===== config.mk =====
export PLATFORM = sky130hd
export DESIGN_NAME = bp_me_network_resp_inject_arb
export DESIGN_NICKNAME = d
export VERILOG_FILES = /design/src/rtl/bp_me_network_resp_inject_arb_pkg.sv /design/src/rtl/bp_me_network_resp_inject_arb_rr.sv /design/src/rtl/bp_me_network_resp_inject_arb.sv
export SDC_FILE = /design/constraint.sdc
export NUM_CORES = 1
export LEC_CHECK = 0
export BUFFER_PORTS_ARGS = -buffer_cell sky130_fd_sc_hd__buf_2
export CELL_PAD_IN_SITES_DETAIL_PLACEMENT = 1
export CELL_PAD_IN_SITES_GLOBAL_PLACEMENT = 2
export CORE_UTILIZATION = 25
export CTS_CLUSTER_SIZE = 40
export DETAILED_ROUTE_END_ITERATION = 6
export GPL_ROUTABILITY_DRIVEN = 1
export PLACE_DENSITY_LB_ADDON = 0.3
export REMOVE_ABC_BUFFERS = 1
export SYNTH_ARGS = -nofsm -noshare
export SYNTH_HDL_FRONTEND = slang
export SYNTH_SLANG_ARGS = --single-unit

===== constraint.sdc =====
create_clock -name clk_i -period 1.4 [get_ports clk_i]
set_input_delay 0.14 -clock clk_i [delete_from_list [all_inputs] [get_ports clk_i]]
set_output_delay 0.14 -clock clk_i [all_outputs]
set_load 0.005 [all_outputs]

===== src/rtl/bp_me_network_resp_inject_arb_pkg.sv =====
// bp_common_pkg
//   Shared definitions for the response-network injection arbiter:
//   - inject_state_e : injection FSM states (IDLE / SEND)
//   - safe_clog2     : clog2 that never returns 0, for counter widths
//   - ceil_div       : integer ceiling division, for the flit width
//   - len_offset     : bit offset of the length field in an encoded packet
//   An encoded packet is laid out as {payload, length, y_cord, x_cord},
//   with x_cord in the least significant bits.
package bp_common_pkg;

  typedef enum logic {
    e_idle = 1'b0,
    e_send = 1'b1
  } inject_state_e;

  function automatic int safe_clog2(input int n);
    return (n <= 1) ? 1 : $clog2(n);
  endfunction

  function automatic int ceil_div(input int a, input int b);
    return (a + b - 1) / b;
  endfunction

  // Length sits directly above the two coordinate fields.
  function automatic int len_offset(input int x_width, input int y_width);
    return x_width + y_width;
  endfunction

endpackage


===== src/rtl/bp_me_network_resp_inject_arb_rr.sv =====
// bp_me_resp_arb_rr
//   Requester arbiter for the response injection port.
//   Configuration macro: BP_ME_RESP_INJECT_RR_EN
//     defined   -> round-robin; the search starts at a pointer that moves to
//                  winner+1 (mod num_req_p) whenever a grant is taken.
//     undefined -> fixed priority, lowest index wins, no state.
// Ports:
//   clk_i, reset_n_i : clock, asynchronous active-low reset
//   v_i              : per-requester valid
//   yumi_i           : the current grant is being taken this cycle
//   grant_o          : one-hot winner (zero when no requester is valid)
module bp_me_resp_arb_rr
  import bp_common_pkg::*;
#(
  parameter int num_req_p = 2
) (
  input  logic                 clk_i,
  input  logic                 reset_n_i,
  input  logic [num_req_p-1:0] v_i,
  input  logic                 yumi_i,
  output logic [num_req_p-1:0] grant_o
);

`ifdef BP_ME_RESP_INJECT_RR_EN

  localparam int ptr_width_lp = safe_clog2(num_req_p);

  logic [ptr_width_lp-1:0] ptr_q, ptr_d;
  logic                    found;
  int                      idx;

  // Walk the requesters starting at the pointer, wrapping once; the first
  // valid one wins. The pointer only moves when the grant is consumed.
  always_comb begin
    grant_o = '0;
    ptr_d   = ptr_q;
    found   = 1'b0;
    idx     = 0;
    for (int k = 0; k < num_req_p; k++) begin
      idx = int'(ptr_q) + k;
      if (idx >= num_req_p) idx = idx - num_req_p;
      for (int i = 0; i < num_req_p; i++) begin
        if (!found && (i == idx) && v_i[i]) begin
          found      = 1'b1;
          grant_o[i] = 1'b1;
          ptr_d      = (i == num_req_p - 1) ? '0 : ptr_width_lp'(i + 1);
        end
      end
    end
    if (!yumi_i) ptr_d = ptr_q;
  end

  always_ff @(posedge clk_i or negedge reset_n_i) begin
    if (!reset_n_i) ptr_q <= '0;
    else            ptr_q <= ptr_d;
  end

`else

  logic found;
  logic unused_inputs;

  // Fixed priority needs no history, so clock/reset/advance are unused.
  assign unused_inputs = ^{clk_i, reset_n_i, yumi_i};

  always_comb begin
    grant_o = '0;
    found   = 1'b0;
    for (int i = 0; i < num_req_p; i++) begin
      if (!found && v_i[i]) begin
        found      = 1'b1;
        grant_o[i] = 1'b1;
      end
    end
  end

`endif

endmodule


===== src/rtl/bp_me_network_resp_inject_arb.sv =====
// bp_me_network_resp_inject_arb
//   Shares one response-network injection link among num_req_p requesters.
//   A winning packet is captured into a flit buffer and streamed out
//   width_lp bits per flit, holding the grant until its last flit (wormhole).
//   Configuration macro: BP_ME_RESP_INJECT_RR_EN selects round-robin
//   arbitration (see bp_me_resp_arb_rr); default is fixed priority.
// Ports:
//   clk_i, reset_n_i : clock, asynchronous active-low reset
//   req_v_i          : per-requester packet valid
//   req_packet_i     : encoded packets, requester i in slice i
//   req_yumi_o       : one-hot packet-accepted strobe (combinational)
//   link_data_o      : current flit
//   link_v_o         : flit valid
//   link_ready_i     : downstream ready
//   busy_o           : a packet is in flight
module bp_me_network_resp_inject_arb
  import bp_common_pkg::*;
#(
  // Width parameters must be set by the instantiating system.
  parameter int num_req_p          = 2,
  parameter int x_cord_width_p     = 4,
  parameter int y_cord_width_p     = 4,
  parameter int max_num_flit_p     = 4,
  parameter int max_packet_width_p = 64,
  localparam int width_lp          = ceil_div(max_packet_width_p, max_num_flit_p),
  localparam int len_width_lp      = safe_clog2(max_num_flit_p)
) (
  input  logic                                    clk_i,
  input  logic                                    reset_n_i,
  input  logic [num_req_p-1:0]                    req_v_i,
  input  logic [num_req_p*max_packet_width_p-1:0] req_packet_i,
  output logic [num_req_p-1:0]                    req_yumi_o,
  output logic [width_lp-1:0]                     link_data_o,
  output logic                                    link_v_o,
  input  logic                                    link_ready_i,
  output logic                                    busy_o
);

  localparam int len_offset_lp = len_offset(x_cord_width_p, y_cord_width_p);

  inject_state_e                 state_q, state_d;
  logic [len_width_lp-1:0]       cnt_q, cnt_d;
  logic [max_packet_width_p-1:0] buf_q, buf_d;

  logic [num_req_p-1:0]          grant;
  logic [max_packet_width_p-1:0] sel_pkt;
  logic                          last_hs;
  logic                          accept_open;
  logic                          take;

  // A new packet may be taken when idle, or on the last-flit handshake so
  // consecutive packets leave without a bubble. Reset forces no acceptance.
  assign last_hs     = (state_q == e_send) && link_ready_i && (cnt_q == '0);
  assign accept_open = reset_n_i && ((state_q == e_idle) || last_hs);
  assign take        = accept_open && (|req_v_i);
  assign req_yumi_o  = accept_open ? grant : '0;

  bp_me_resp_arb_rr #(
    .num_req_p (num_req_p)
  ) arb (
    .clk_i     (clk_i),
    .reset_n_i (reset_n_i),
    .v_i       (req_v_i),
    .yumi_i    (take),
    .grant_o   (grant)
  );

  // Grant is one-hot, so a priority-free select is enough.
  always_comb begin
    sel_pkt = '0;
    for (int i = 0; i < num_req_p; i++) begin
      if (grant[i]) sel_pkt = req_packet_i[i*max_packet_width_p +: max_packet_width_p];
    end
  end

  // The counter holds the number of flits still to send after the current one.
  always_comb begin
    state_d = state_q;
    cnt_d   = cnt_q;
    buf_d   = buf_q;
    if (take) begin
      state_d = e_send;
      buf_d   = sel_pkt;
      cnt_d   = sel_pkt[len_offset_lp +: len_width_lp];
    end else if (last_hs) begin
      state_d = e_idle;
    end else if ((state_q == e_send) && link_ready_i) begin
      buf_d = buf_q >> width_lp;
      cnt_d = cnt_q - len_width_lp'(1);
    end
  end

  always_ff @(posedge clk_i or negedge reset_n_i) begin
    if (!reset_n_i) begin
      state_q <= e_idle;
      cnt_q   <= '0;
      buf_q   <= '0;
    end else begin
      state_q <= state_d;
      cnt_q   <= cnt_d;
      buf_q   <= buf_d;
    end
  end

  assign link_v_o    = (state_q == e_send);
  assign busy_o      = (state_q == e_send);
  assign link_data_o = buf_q[width_lp-1:0];

endmodule


==> results.yml <==
cts:
  cts_tree: "built"
  cts_buffers: 9
  worstSkewPairLatency_ns: 0.32
  path_clk_slew_ns: 0.05
  htreeDepth: 3
  cts.sinks: 67
  clk_path_buf_depth: 2
  root_buffer: "clkbuf_16"
sta:
  post-route-min-period_ns: 1.621
  hold_viol_final: 0
  setup_violations: 68
  max_clock_freq_mhz: 616.9
  hold_ws_ns: 0.1002
  skew_ns: 0.006795
  worstMarginPinSlew_ns: 0.4441
  finalCritPeriodShare: 1.158
  finalWorstSetupSlack_ns: -0.2210
  grt_setup_unrepaired: "yes"
  slew_headroom: 0.7040
  fin_setup_tns_ns: -11.02
  drv_slew: 0
worst_setup_path:
  worstSetupStartpointType: "flop"
  worstSetupEndpointType: "flop"
  cp.required_ns: 1.58
  crit_chain: "inv_2, ha_4, a21boi_4, buf_4, buf_6, o21ai_4, buf_12, clkbuf_16, o221ai_2"
  slowest_delay_ns: 0.37
  crit_arrival_ns: 1.80
  critical_path_class: "reg -> reg"
  crit_slowest_cell: "dfrtp_1"
  path_max_fanout: 6
die:
  coreArea_um2: 13990
  die_h_um: 122.3
  die_w_um: 122.3
  start_util: 0.2588
  rows: 43
  dieArea_um2: 14960
  boundaryPins: 153
synth:
  netlist_area_um2: 3620
  yosys_warnings: 0
  ys_top_cells_by_area: "dfrtp_1 (46%), a22oi_1 (13%), mux2i_1 (9.7%), o221ai_1 (7.7%), buf_4 (3.5%)"
  syn_inst: 360
  synth_top_area_frac: 0.4632
  ys_types: 23
  yosys.area.top_type: "dfrtp_1"
  seq_area_frac_synth: 0.4632
  syn_area_per_cell_um2: 10.05
  ys_ff_latch: 67
hold_path:
  hold_class: "in -> reg"
power_and_ir_drop:
  vdd_drop_max_v: 0.0007908
  p_int_w: 0.006774
  power.total_w: 0.01017
  p_sw_w: 0.003395
  p_seq_frac: 0.296
  powerDensity_nw_per_um2: 1803
  combPwrFrac: 0.460
  swShare: 0.3338
  clkPwrFrac: 0.244
  p_leak_nw: 2.759
placement:
  place_hpwl_mm: 7.709
  pre_cts_ws_ns: -0.1774
  portBuffers: 152
  gp_congestion: 0.6985
routing:
  wl_per_cell_um: 17.66
  vias: 3439
  routed_wl_mm: 12.36
  drcViolationCount: 0
  first_pass_iters: 4
  drt_iter0_drc: 107
  antenna_left: 0
  routed_via_density: 4.913
outcome:
  outcome: "finished, violations left"
  failed_checks: "setup timing"
global_route:
  grt_first_pass_wirelength_mm: 17.95
  antenna_found_initial: 1
  grt_pass1_vias: 3429
  grt_overflow: 0
  grt_max_degree: 68
  grt_use_total: 0.1569
finish:
  final_cell_mix: "buf_2 (151), dfrtp_1 (67), a22oi_1 (64)"
  drive_above_1_share: 0.5048
  area_growth_pct: 55.79
  final_common_cell: "buf_2"
  fillers: 1578
  fin_util: 0.4031
  nets: 648
run:
  max_cap_violations: 0
[power by group through the flow]
stage | clock [W] | sequential [W] | combinational (W)
floorplan | 0 | 0.00298 | 0.00166
global placement | 0 | 0.00300 | 0.00308
detailed placement | 0 | 0.00303 | 0.00321
CTS | 0.00253 | 0.00301 | 0.00361
global route | 0.00264 | 0.00311 | 0.00508
finish | 0.00248 | 0.00301 | 0.00468
[logic make-up (layout without fill, tap and decap cells)]
kind of cell,Yosys count,after routing,share of synthesized area
buf+inv,86,244,0.1144
mux,36,36,0.09990
other cells,0,1,0
compound gates,131,131,0.2713
flops,67,67,0.4632
fa+ha+maj,1,1,0.003456
simple gates,39,40,0.04771
[worst paths after layout]
kind / end / depth (start not counted) / startpoint / slack (ns)
worst max-delay path: cnt_q[0] / 9 / cnt_q[0] / -0.22
worst min-delay path: buf_q[49] / 3 / req_packet_i[113] / 0.10
worst max register to register: cnt_q[0] / 9 / cnt_q[0] / -0.22
worst min register to register: buf_q[4] / 2 / buf_q[20] / 0.49
max in group asynchronous: buf_q[44] / 4 / reset_n_i / 0.52
min in group asynchronous: buf_q[12] / 4 / reset_n_i / 0.58
[through the flow]
step / area [um2] / std cells
finish: 5639 / 700
global route: 5637 / 699
detailed placement: 4638 / 662
floorplan: 3329 / 307
global placement: 4638 / 662
CTS: 5139 / 685
[layer usage]
metal	share of wire	track usage
met1	0.46	0.2173
met2	0.49	0.2514
met3	0.044	0.02602
met4	0.010	0.04192
met5	0	0
[sequential cells by signal (all words and copies together), names as in the netlist]
name,flops
buf_q,64
busy_o,1
cnt_q,2
[synthesized netlist by cell type]
cell	count
a21boi_0	1
o21ai_2	1
o21ai_0	16
dfrtp_1	67
mux2i_1	35
o21ai_1	1
a22oi_1	64
nor2b_1	1
mux2_2	1
and3b_1	3
buf_1	6
buf_4	17
nand3b_1	1
nand2_1	32
buf_6	2
inv_1	33
o221ai_1	32
buf_2	10
ha_1	1
clkbuf_1	18
or2_0	1
nand2b_1	1
o211ai_1	16
[repair_timing]
item | 4_1_cts | 5_1_grt
endpoints found under the setup margin | 68 | 68
pin swaps | 5 | 13
buffers inserted | 3 | 4
endpoints found under the hold margin | 9 | 0
resized for setup | 30 | 50
hold buffers | 1 | 0
cloned | 3 | 10
[layout make-up]
cell class	count	area, um2	share of cell area
Multi-Input combinational cell	208	1832	0.3248
Sequential cell	67	1677	0.2973
Timing Repair Buffer	195	1450	0.2572
Clock buffer	12	256.5	0.04548
Tap cell	180	225.2	0.03994
Inverter	33	123.9	0.02197
Clock inverter	4	72.57	0.01287
Antenna cell	1	2.502	0.0004438
[worst max-delay path: cells and delay by family, from the launching register on]
family                     cells  cell delay (ns)
AOI/OAI and AO/OA              3             0.32
adders and majority gates      1             0.15
buffers and inverters          5             0.65
DFF                            1             0.37
Power figures use the tool's default switching activity.
